$ cat config.mk
export PLATFORM = sky130hd
export DESIGN_NAME = life_array_reader_flat
export DESIGN_NICKNAME = d
export VERILOG_FILES = /design/src/rtl/life_array_reader_if.sv /design/src/rtl/life_array_reader.sv /design/src/flat_wrapper.sv
export SDC_FILE = /design/constraint.sdc
export NUM_CORES = 1
export LEC_CHECK = 0
export ABC_AREA = 1
export BUFFER_PORTS_ARGS = -buffer_cell sky130_fd_sc_hd__buf_4
export CORE_ASPECT_RATIO = 1.25
export CORE_UTILIZATION = 25
export DETAILED_ROUTE_END_ITERATION = 8
export GPL_TIMING_DRIVEN = 1
export HOLD_SLACK_MARGIN = 0.12
export SLEW_MARGIN = 25
export SYNTH_ARGS = -nofsm -noshare
export SYNTH_HDL_FRONTEND = slang
export SYNTH_SLANG_ARGS = --single-unit
$ cat constraint.sdc
create_clock -name clk -period 6.9 [get_ports clk]
set_input_delay 0 -clock clk [delete_from_list [all_inputs] [get_ports clk]]
set_output_delay 0 -clock clk [all_outputs]
set_load 0.005 [all_outputs]
$ cat src/rtl/life_array_reader_if.sv
//==============================================================================
// Module      : life_array_reader_if
// Description : Bundle of the signals between the life-array reader, the life
//               array it scans and the logic that consumes its snapshots.
//                 start          - scan request (sampled only while idle)
//                 valo           - 16-bit quadrant word from the life array
//                 valo_selector  - quadrant index driven to the life array
//                 busy / done    - scan in progress / completion pulse
//                 board          - last completed snapshot {q3,q2,q1,q0}
//                 population     - live-cell count of board
//                 changed_mask   - per-quadrant change flags vs. previous
//                 stable         - whole board equals previous snapshot
//               Modport 'master' is the reader, 'slave' the environment.
// Revision    : 1.0 - initial release
//==============================================================================
`default_nettype none

interface life_array_reader_if;
    logic        start;
    logic [15:0] valo;
    logic [1:0]  valo_selector;
    logic        busy;
    logic        done;
    logic [63:0] board;
    logic [6:0]  population;
    logic [3:0]  changed_mask;
    logic        stable;

    modport master (
        input  start,
        input  valo,
        output valo_selector,
        output busy,
        output done,
        output board,
        output population,
        output changed_mask,
        output stable
    );

    modport slave (
        output start,
        output valo,
        input  valo_selector,
        input  busy,
        input  done,
        input  board,
        input  population,
        input  changed_mask,
        input  stable
    );
endinterface

`default_nettype wire

$ cat src/rtl/life_array_reader.sv
//==============================================================================
// Module      : life_array_reader
// Description : Scans the four 16-bit quadrants of an 8x8 life array through
//               a selector/read port with READ_LAT cycles of read latency,
//               then publishes an atomic snapshot together with its
//               population count, per-quadrant change mask and a stability
//               flag.
// Parameters  : READ_LAT - cycles from a selector change until valo is valid
//                          (legal range 0..3)
// Ports       : clk   - rising-edge clock
//               reset - synchronous, active-low reset
//               bus   - life_array_reader_if.master (see interface header)
// Revision    : 1.0 - initial release
//==============================================================================
`default_nettype none

module life_array_reader #(
    parameter int READ_LAT = 1
) (
    input  wire logic         clk,
    input  wire logic         reset,
    life_array_reader_if.master bus
);

    localparam logic [1:0] C_LAT = READ_LAT[1:0];

    typedef enum logic [1:0] {
        S_IDLE = 2'd0,
        S_WAIT = 2'd1,
        S_DONE = 2'd2
    } state_t;

    state_t      r_state;
    logic [1:0]  r_sel;
    logic [1:0]  r_cnt;
    logic        r_busy;
    logic        r_done;
    logic [63:0] r_board;
    logic [6:0]  r_pop;
    logic [3:0]  r_mask;
    logic        r_stable;
    logic        r_prev_valid;

    // Staging registers for quadrants 0..2; quadrant 3 is taken straight from
    // valo on the final capture so the snapshot publishes on that same edge.
    logic [15:0] r_q0;
    logic [15:0] r_q1;
    logic [15:0] r_q2;

    logic [63:0] w_new_board;
    logic [6:0]  w_pop;
    logic [3:0]  w_mask;

    assign w_new_board = {bus.valo, r_q2, r_q1, r_q0};

    always_comb begin
        w_pop = '0;
        for (int i = 0; i < 64; i++) begin
            w_pop = w_pop + {6'd0, w_new_board[i]};
        end
    end

    // Without a valid previous snapshot every quadrant counts as changed.
    always_comb begin
        w_mask = '0;
        for (int i = 0; i < 4; i++) begin
            w_mask[i] = r_prev_valid ?
                        |(w_new_board[16*i +: 16] ^ r_board[16*i +: 16]) : 1'b1;
        end
    end

    always_ff @(posedge clk) begin
        if (!reset) begin
            r_state      <= S_IDLE;
            r_sel        <= 2'd0;
            r_cnt        <= 2'd0;
            r_busy       <= 1'b0;
            r_done       <= 1'b0;
            r_board      <= '0;
            r_pop        <= '0;
            r_mask       <= '0;
            r_stable     <= 1'b0;
            r_prev_valid <= 1'b0;
            r_q0         <= '0;
            r_q1         <= '0;
            r_q2         <= '0;
        end else begin
            r_done <= 1'b0;
            case (r_state)
                S_IDLE: begin
                    if (bus.start) begin
                        r_state <= S_WAIT;
                        r_sel   <= 2'd0;
                        r_cnt   <= 2'd0;
                        r_busy  <= 1'b1;
                    end
                end
                S_WAIT: begin
                    if (r_cnt == C_LAT) begin
                        if (r_sel == 2'd3) begin
                            r_state      <= S_DONE;
                            r_done       <= 1'b1;
                            r_board      <= w_new_board;
                            r_pop        <= w_pop;
                            r_mask       <= w_mask;
                            r_stable     <= r_prev_valid && (w_mask == 4'd0);
                            r_prev_valid <= 1'b1;
                        end else begin
                            case (r_sel)
                                2'd0:    r_q0 <= bus.valo;
                                2'd1:    r_q1 <= bus.valo;
                                default: r_q2 <= bus.valo;
                            endcase
                            r_sel <= r_sel + 2'd1;
                            r_cnt <= 2'd0;
                        end
                    end else begin
                        r_cnt <= r_cnt + 2'd1;
                    end
                end
                S_DONE: begin
                    r_state <= S_IDLE;
                    r_sel   <= 2'd0;
                    r_busy  <= 1'b0;
                end
                default: begin
                    r_state <= S_IDLE;
                    r_sel   <= 2'd0;
                    r_busy  <= 1'b0;
                end
            endcase
        end
    end

    assign bus.valo_selector = r_sel;
    assign bus.busy          = r_busy;
    assign bus.done          = r_done;
    assign bus.board         = r_board;
    assign bus.population    = r_pop;
    assign bus.changed_mask  = r_mask;
    assign bus.stable        = r_stable;

endmodule

`default_nettype wire
$ cat src/flat_wrapper.sv
// flat-port wrapper written by rule: the top's interface ports become plain ports
module life_array_reader_flat 
#(
    parameter int READ_LAT = 1
)
  (clk, reset, bus_start, bus_valo, bus_valo_selector, bus_busy, bus_done, bus_board, bus_population, bus_changed_mask, bus_stable);
  life_array_reader_if bus_i ();
  input  wire logic clk;
  input  wire logic reset;
  input wire logic [$bits(bus_i.start)-1:0] bus_start;
  input wire logic [$bits(bus_i.valo)-1:0] bus_valo;
  output wire logic [$bits(bus_i.valo_selector)-1:0] bus_valo_selector;
  output wire logic [$bits(bus_i.busy)-1:0] bus_busy;
  output wire logic [$bits(bus_i.done)-1:0] bus_done;
  output wire logic [$bits(bus_i.board)-1:0] bus_board;
  output wire logic [$bits(bus_i.population)-1:0] bus_population;
  output wire logic [$bits(bus_i.changed_mask)-1:0] bus_changed_mask;
  output wire logic [$bits(bus_i.stable)-1:0] bus_stable;
  assign bus_i.start = bus_start;
  assign bus_i.valo = bus_valo;
  assign bus_valo_selector = bus_i.valo_selector;
  assign bus_busy = bus_i.busy;
  assign bus_done = bus_i.done;
  assign bus_board = bus_i.board;
  assign bus_population = bus_i.population;
  assign bus_changed_mask = bus_i.changed_mask;
  assign bus_stable = bus_i.stable;
  life_array_reader #(.READ_LAT(READ_LAT)) u_core (.clk(clk), .reset(reset), .bus(bus_i));
endmodule
## Yosys cells after proc, flatten, opt, wreduce, memory -nomap -nowiden

Cells that the tools add are included.

| operators by class | value |
|---|---|
| $add $sub $neg | 65 |
| equality and inequality tests | 9 |
| multiplexer cells | 18 |
| bitwise gates (word level) | 7 |
| reductions and logical operators | 19 |

Operator list:

| operator | number |
|---|---|
| 7-bit by 1-bit adder with 7-bit output | 62 |
| 16-bit OR reduction | 4 |
| 16-bit XOR | 4 |
| 2-bit 2-to-1 mux | 8 |
| 3-bit AND reduction | 5 |
| 2-bit case mux with 2 select lines | 3 |
| 4-bit AND reduction | 3 |
| 2-bit by 1-bit == test with 1-bit output, second input constant | 3 |
| 1-bit 2-to-1 mux | 6 |
| 2-bit by 1-bit adder with 2-bit output, second input constant | 2 |
| 2-bit zero test | 2 |
| 4-bit zero test | 1 |
| 2-bit by 1-bit != test with 1-bit output, second input constant | 2 |
| 2-bit != test, second input constant | 2 |
| 3-bit != test, second input constant | 1 |
| 1-bit NOT | 3 |
| 1-bit by 1-bit adder with 2-bit output | 1 |
| 2-bit == test, second input constant | 1 |
| 1-bit case mux with 2 select lines | 1 |
| 2-bit AND reduction | 1 |
| 2-bit nonzero test | 1 |
| 2-bit OR reduction | 1 |
| 1-bit logical AND | 1 |

| word-level totals | value |
|---|---|
| register bits after elaboration | 133 |
| word-level logic and storage cells | 131 |

## Longest topological paths before layout

Gate-level depths: netlist (run 1).

| logic depth | value |
|---|---|
| depth in word-level cells | 63 |
| depth in mapped cells | 24 |
| gate-level depth less buffers | 24 |

## Worst setup path before layout (run 1)

No wires, ideal clock.

| path | value |
|---|---|
| path kind | reg-to-reg |
| start | reg u_core.r_q0[0] |
| end | reg u_core.r_pop[6] (netlist: u_core.bus.population[6]) |
| setup time | 0.117 ns |
| arrival time | 5.886 ns |
| path slack | 0.897 ns |
| cell stages (with the launch flop) | 20 |
| path through | dfxtp_1 ha_1 inv_1 fa_1 fa_1 fa_1 fa_1 fa_1 fa_1 fa_1 fa_1 inv_1 fa_1 fa_1 nand3_1 nand2_1 a21oi_1 nor2_1 nor3_1 nor2_1 |

| between the ends | value |
|---|---|
| longest elaborated chain between the ends | 63 |

RTL lines:

| item | line | source |
|---|---|---|
| start: declaration | life_array_reader.sv:46 | `logic [15:0] r_q0;` |
| start signal: assignment | life_array_reader.sv:110 | `2'd0: r_q0 <= bus.valo;` |
| 1-bit by 1-bit adder with 2-bit output | life_array_reader.sv:59 | `w_pop = w_pop + {6'd0, w_new_board[i]};` |
| 7-bit by 1-bit adder with 7-bit output (62 in series) | life_array_reader.sv:59 |  |
| end signal: assignment | life_array_reader.sv:104 | `r_pop <= w_pop;` |
| end: declaration | life_array_reader.sv:39 | `logic [6:0] r_pop;` |

No other way between the ends.
A chain may end at the register's enable or synchronous reset.

## Worst setup path in the final report (run 1)

Same ends and word-level chain as after synthesis.

==> results of run 1 <==
-- final timing paths --
check | from | end | slack (ns) | cells past startpoint
max | u_core.r_q0[0]$_SDFFE_PN0P_ | u_core.bus.population[6]$_SDFFE_PN0P_ | 0.68 | 19
min | bus_start | u_core.bus.busy$_SDFFE_PN0P_ | 0.43 | 4
min reg2reg | u_core.r_cnt[1]$_SDFFE_PN0P_ | u_core.r_cnt[1]$_SDFFE_PN0P_ | 0.45 | 2
max reg2reg | u_core.r_q0[0]$_SDFFE_PN0P_ | u_core.bus.population[6]$_SDFFE_PN0P_ | 0.68 | 19
-- critical path, stage by stage (launching register included) --
cell and delay [ns]:
dfxtp_1 0.32, ha_1 0.29, inv_1 0.07, fa_1 0.43
fa_1 0.51, fa_1 0.52, fa_1 0.52, fa_1 0.53
fa_1 0.55, fa_1 0.44, fa_1 0.53, inv_1 0.05
fa_1 0.39, fa_1 0.42, nand3_1 0.10, nand2_1 0.08
a21oi_1 0.13, nor2_1 0.05, nor3_1 0.13, nor2_1 0.06
-- metrics by stage --
step | total power (µW) | utilization, % | cell area (µm²) | std cells | hold slack (ns)
after floorplan | 1210 | - | 7490 | 931 | 0.135
after global placement | 1350 | 28.9 | 8470 | 1389 | 0.328
after detailed placement | 1350 | 28.9 | 8470 | 1389 | 0.330
after CTS | 2240 | 31.4 | 9230 | 1440 | 0.416
after global routing | 2350 | 31.5 | 9230 | 1440 | 0.438
final | 2210 | 31.5 | 9230 | 1440 | 0.433
-- final cells by class --
type | count | area [µm²]
Timing Repair Buffer | 120 | 952
Multi-Input combinational cell | 594 | 3940
Sequential cell | 133 | 2660
Inverter | 165 | 619
Fill cell | 3114 | 20100
Clock buffer | 21 | 460
Tap cell | 396 | 495
Clock inverter | 11 | 103
-- registers in the layout, indices dropped and copies added (netlist names) --
| name | cells |
|---|---|
| u_core.r_prev_valid | 1 |
| u_core.bus.busy | 1 |
| u_core.r_q2 | 16 |
| u_core.bus.done | 1 |
| u_core.r_q0 | 16 |
| u_core.bus.changed_mask | 4 |
| u_core.r_q1 | 16 |
| u_core.bus.population | 7 |
| u_core.r_state | 2 |
| u_core.bus.stable | 1 |
| u_core.r_cnt | 2 |
| u_core.bus.board | 64 |
| u_core.bus.valo_selector | 2 |
-- cell usage after synthesis, types with 4 or more instances --
cell      count  share of area, %
o21ai_0     111               7.4
inv_1       163               8.2
xor2_1       12               1.4
buf_6        14               2.1
nor2_1       74               3.7
nand3_1      12              0.80
clkbuf_1     13              0.65
buf_2         8              0.53
o21ai_1      27               1.8
fa_1         54                14
ha_1         20               3.3
nand2_1     144               7.2
nor3_1        6              0.40
a21oi_2      40               4.7
a21oi_1      76               5.1
dfxtp_1     133                36
o211ai_1      4              0.40
-- cells by family (layout without fill, tap and decap cells) --
group | after synthesis | after routing | synth area share, %
buffers and inverters | 204 | 317 | 11.9
AND/OR/NAND/NOR | 248 | 248 | 13.8
flip-flops | 133 | 133 | 35.5
XOR/XNOR | 14 | 14 | 1.64
adder cells (fa/ha/maj) | 74 | 74 | 17.8
AO/OA/AOI/OAI | 258 | 258 | 19.4
-- where the power goes --
part,switching (µW),total [µW],internal (µW),leakage [µW]
sequential,5.01,779,774,0.00107
clock,357,872,515,0.000269
combinational,331,562,232,0.00276
-- metal layers --
| metal | global-route usage (%) | share of wire, % | routed length (µm) | vias to the layer above |
|---|---|---|---|---|
| li1 | - | - | - | 3132 |
| met1 | 18.6 | 42 | 9510 | 2893 |
| met2 | 26.5 | 50 | 11300 | 138 |
| met3 | 3.35 | 4.3 | 973 | 41 |
| met4 | 6.06 | 2.9 | 657 | 2 |
| met5 | 0 | 0.036 | 8 | - |
-- what timing repair did --
item / 4_1_cts / 5_1_grt
endpoints found under the setup margin: 0 / 0
hold buffers: 19 / 0
hold endpoints to repair: 72 / 0
resized for setup: 0 / 0
==> metrics.yaml, run 1 <==
dr.first_iter.drc_count: 351
min_period_ns: 6.22
cts_root_buf: "clkbuf_16"
outcome: "finished clean"
place_congestion: 0.842
max_freq_mhz: 161
grt_max_degree: 119
finalWorstSetupSlack_ns: 0.675
yosysSeqAreaShare_pct: 35.5
cp-end-kind: "flip-flop"
hpwl_mm: 16.8
worst_pin_slew_ns: 0.886
postRouteAntennaNets: 0
async_flop_share_pct: 0
synth_edf_count: 0
clk_pin_slew_ns: 0.06
fp.dieW_um: 157
arrival_ns: 6.55
areaGrowthSynthToFinish_pct: 23.2
final_cell_mix: "163 x inv_1, 144 x nand2_1, 133 x dfxtp_1, 111 x o21ai_0, 100 x buf_4"
clk_latency_ns: 0.43
diodes: 0
drt-pass1-iter-count: 5
boundaryPins: 99
drv_cap: 0
fp-row-count: 70
synth_area_mm2: 0.00749
skew_ns: 0.00705
vias: 6206
clock_sinks: 133
power_density_mw_per_mm2: 240
hold_viol: 0
irDropWorstVdd_mv: 0.177
required_ns: 7.22
layout_commonest_cell: "inv_1"
syn_nets: 1024
layout-drive-gt1-share_pct: 17.5
ctsLongestPathBuffers: 2
finalSetupViolCount: 0
drt-total-wl_mm: 22.4
syn_inst: 931
slew_violations: 0
antenna_found_initial: 1
overflow: 0
fin_crit_sh_pct: 90.2
synth_ff_type: "dfxtp_1"
dp_slack_ns: 0.648
avgSynthCellArea_um2: 8.05
die_area_mm2: 0.0307
cts_tree: "yes"
tns_ns: 0
grt_pass1_vias: 6031
port_buffers: 98
critPathKind: "reg -> reg"
startpoint_type: "flip-flop"
drc: 0
grt_pass1_wl_mm: 34.8
start_util_pct: 25.5
vias_per_cell: 4.31
ys_seq_elements: 133
yosysWarningCount: 0
cts_setup_buffers: 0
slew_headroom_pct: 40.9
h-tree-depth: 4
coreArea_mm2: 0.0293
rsz0062_at_grt: "no"
track_usage_pct: 15.4
yosys.cell_types.count: 29
wl_per_cell_um: 15.6
p_leak_uw: 0.00411
cts_buffers: 17
die-height_um: 196
min_path_type: "in -> reg"
fin_nets: 1124
cp_max_fo: 3
Power figures use the tool's default switching activity.
==> inputs of run 2 (changes only) <==
--- a/config.mk
+++ b/config.mk
@@ -9,6 +9,7 @@
 export BUFFER_PORTS_ARGS = -buffer_cell sky130_fd_sc_hd__buf_4
 export CORE_ASPECT_RATIO = 1.25
 export CORE_UTILIZATION = 25
+export CTS_BUF_LIST = sky130_fd_sc_hd__clkbuf_16
 export DETAILED_ROUTE_END_ITERATION = 8
 export GPL_TIMING_DRIVEN = 1
 export HOLD_SLACK_MARGIN = 0.12
==> metrics.yaml, run 2 (synthesized netlist as in run 1, its figures left out) <==
die_area_mm2: 0.0307
largest_reg_flops: 64
critPathKind: "reg -> reg"
p_comb_share_pct: 25.6
startpoint_type: "flip-flop"
tns_ns: 0
p_int_uw: 1490
drt-total-wl_mm: 22.4
cts_root_buf: "clkbuf_16"
layout-drive-gt1-share_pct: 17.3
fin_crit_sh_pct: 90.2
slew_headroom_pct: 40.5
fin_util_pct: 31.4
fp-row-count: 70
start_util_pct: 25.5
swShare_pct: 31.7
grt_pass1_vias: 6006
drv_cap: 0
grt_pass1_wl_mm: 34.8
areaGrowthSynthToFinish_pct: 22.9
arrival_ns: 6.54
vias: 6202
coreArea_mm2: 0.0293
irDropWorstVdd_mv: 0.178
ctsLongestPathBuffers: 2
ctsResizeCount: 0
wl_per_cell_um: 15.5
worst_pin_slew_ns: 0.892
hold_viol: 0
min_period_ns: 6.22
min_path_type: "in -> reg"
clk_latency_ns: 0.43
max_freq_mhz: 161
rsz0062_at_grt: "no"
clk_pin_slew_ns: 0.06
cts_tree: "yes"
cts_buffers: 17
overflow: 0
clkPwrFrac_pct: 38.8
seq_power_share_pct: 35.6
h-tree-depth: 4
diodes: 0
rrSetupSlack_ns: 0.68
port_buffers: 98
clock_sinks: 133
power_density_mw_per_mm2: 238
outcome: "finished clean"
skew_ns: 0.00813
layout_commonest_cell: "inv_1"
antenna_found_initial: 1
die-height_um: 196
p_leak_uw: 0.00410
place_congestion: 0.842
drt-pass1-iter-count: 7
dr.first_iter.drc_count: 326
final_cell_mix: "165 x inv_1, 144 x nand2_1, 133 x dfxtp_1, 111 x o21ai_0, 100 x buf_4"
cp_max_fo: 3
slew_violations: 0
cp-end-kind: "flip-flop"
fp.dieW_um: 157
required_ns: 7.22
drc: 0
hpwl_mm: 16.8
postRouteAntennaNets: 0
fin_nets: 1124
track_usage_pct: 15.4
boundaryPins: 99
p_switching_uw: 695
vias_per_cell: 4.31
finalSetupViolCount: 0
grt_max_degree: 119
-- run 2: cell type report --
type,instances,area (µm²)
fill,3117,20100
multi-input combinational,594,3940
sequential,133,2660
timing repair buffer,120,952
inverter,165,619
tap,396,495
clock buffer,17,425
clock inverter,15,118
-- run 2: per-layer routing --
layer | global-route usage (%) | part of all wire [%]
met4 | 6.28 | 2.8
met1 | 18.6 | 42
met5 | 0 | 0.036
met2 | 26.5 | 50
met3 | 3.04 | 4.8
-- run 2: power by group through the flow --
| stage | Sequential, µW | Clock, µW | Combinational, µW |
|---|---|---|---|
| after floorplan | 795 | 0 | 413 |
| after global placement | 796 | 0 | 554 |
| after detailed placement | 796 | 0 | 550 |
| after CTS | 779 | 863 | 568 |
| after global routing | 779 | 898 | 649 |
| final | 779 | 850 | 561 |
-- run 2: per-stage QoR --
stage          setup slack (ns)  cell area, µm²  cells  hold slack (ns)  total power, µW
2_1_floorplan             0.897            7490    931            0.135             1210
3_3_place_gp              0.662            8470   1389            0.328             1350
3_5_place_dp              0.648            8470   1389            0.330             1350
4_1_cts                   0.626            9210   1440            0.415             2210
5_1_grt                   0.324            9210   1440            0.439             2330
6_report                  0.680            9210   1440            0.431             2190
-- run 2: path summary, 6_finish.rpt --
path,start,endpoint,cells after the start
worst min-delay path,bus_start,u_core.bus.busy$_SDFFE_PN0P_,4
worst max-delay path,u_core.r_q0[0]$_SDFFE_PN0P_,u_core.bus.population[6]$_SDFFE_PN0P_,19
worst min register to register,u_core.r_cnt[1]$_SDFFE_PN0P_,u_core.r_cnt[1]$_SDFFE_PN0P_,2
worst max register to register,u_core.r_q0[0]$_SDFFE_PN0P_,u_core.bus.population[6]$_SDFFE_PN0P_,19
-- run 2: repair_timing --
item / 4_1_cts / 5_1_grt
buffers inserted: 0 / 0
hold endpoints to repair: 72 / 0
hold buffers: 19 / 0
-- run 2: worst max-delay path, stage by stage, from the launching register on --
cell	delay, ns
dfxtp_1	0.32
ha_1	0.29
inv_1	0.07
fa_1	0.43
fa_1	0.51
fa_1	0.52
fa_1	0.52
fa_1	0.53
fa_1	0.55
fa_1	0.44
fa_1	0.53
inv_1	0.05
fa_1	0.39
fa_1	0.42
nand3_1	0.10
nand2_1	0.08
a21oi_1	0.13
nor2_1	0.05
nor3_1	0.13
nor2_1	0.06
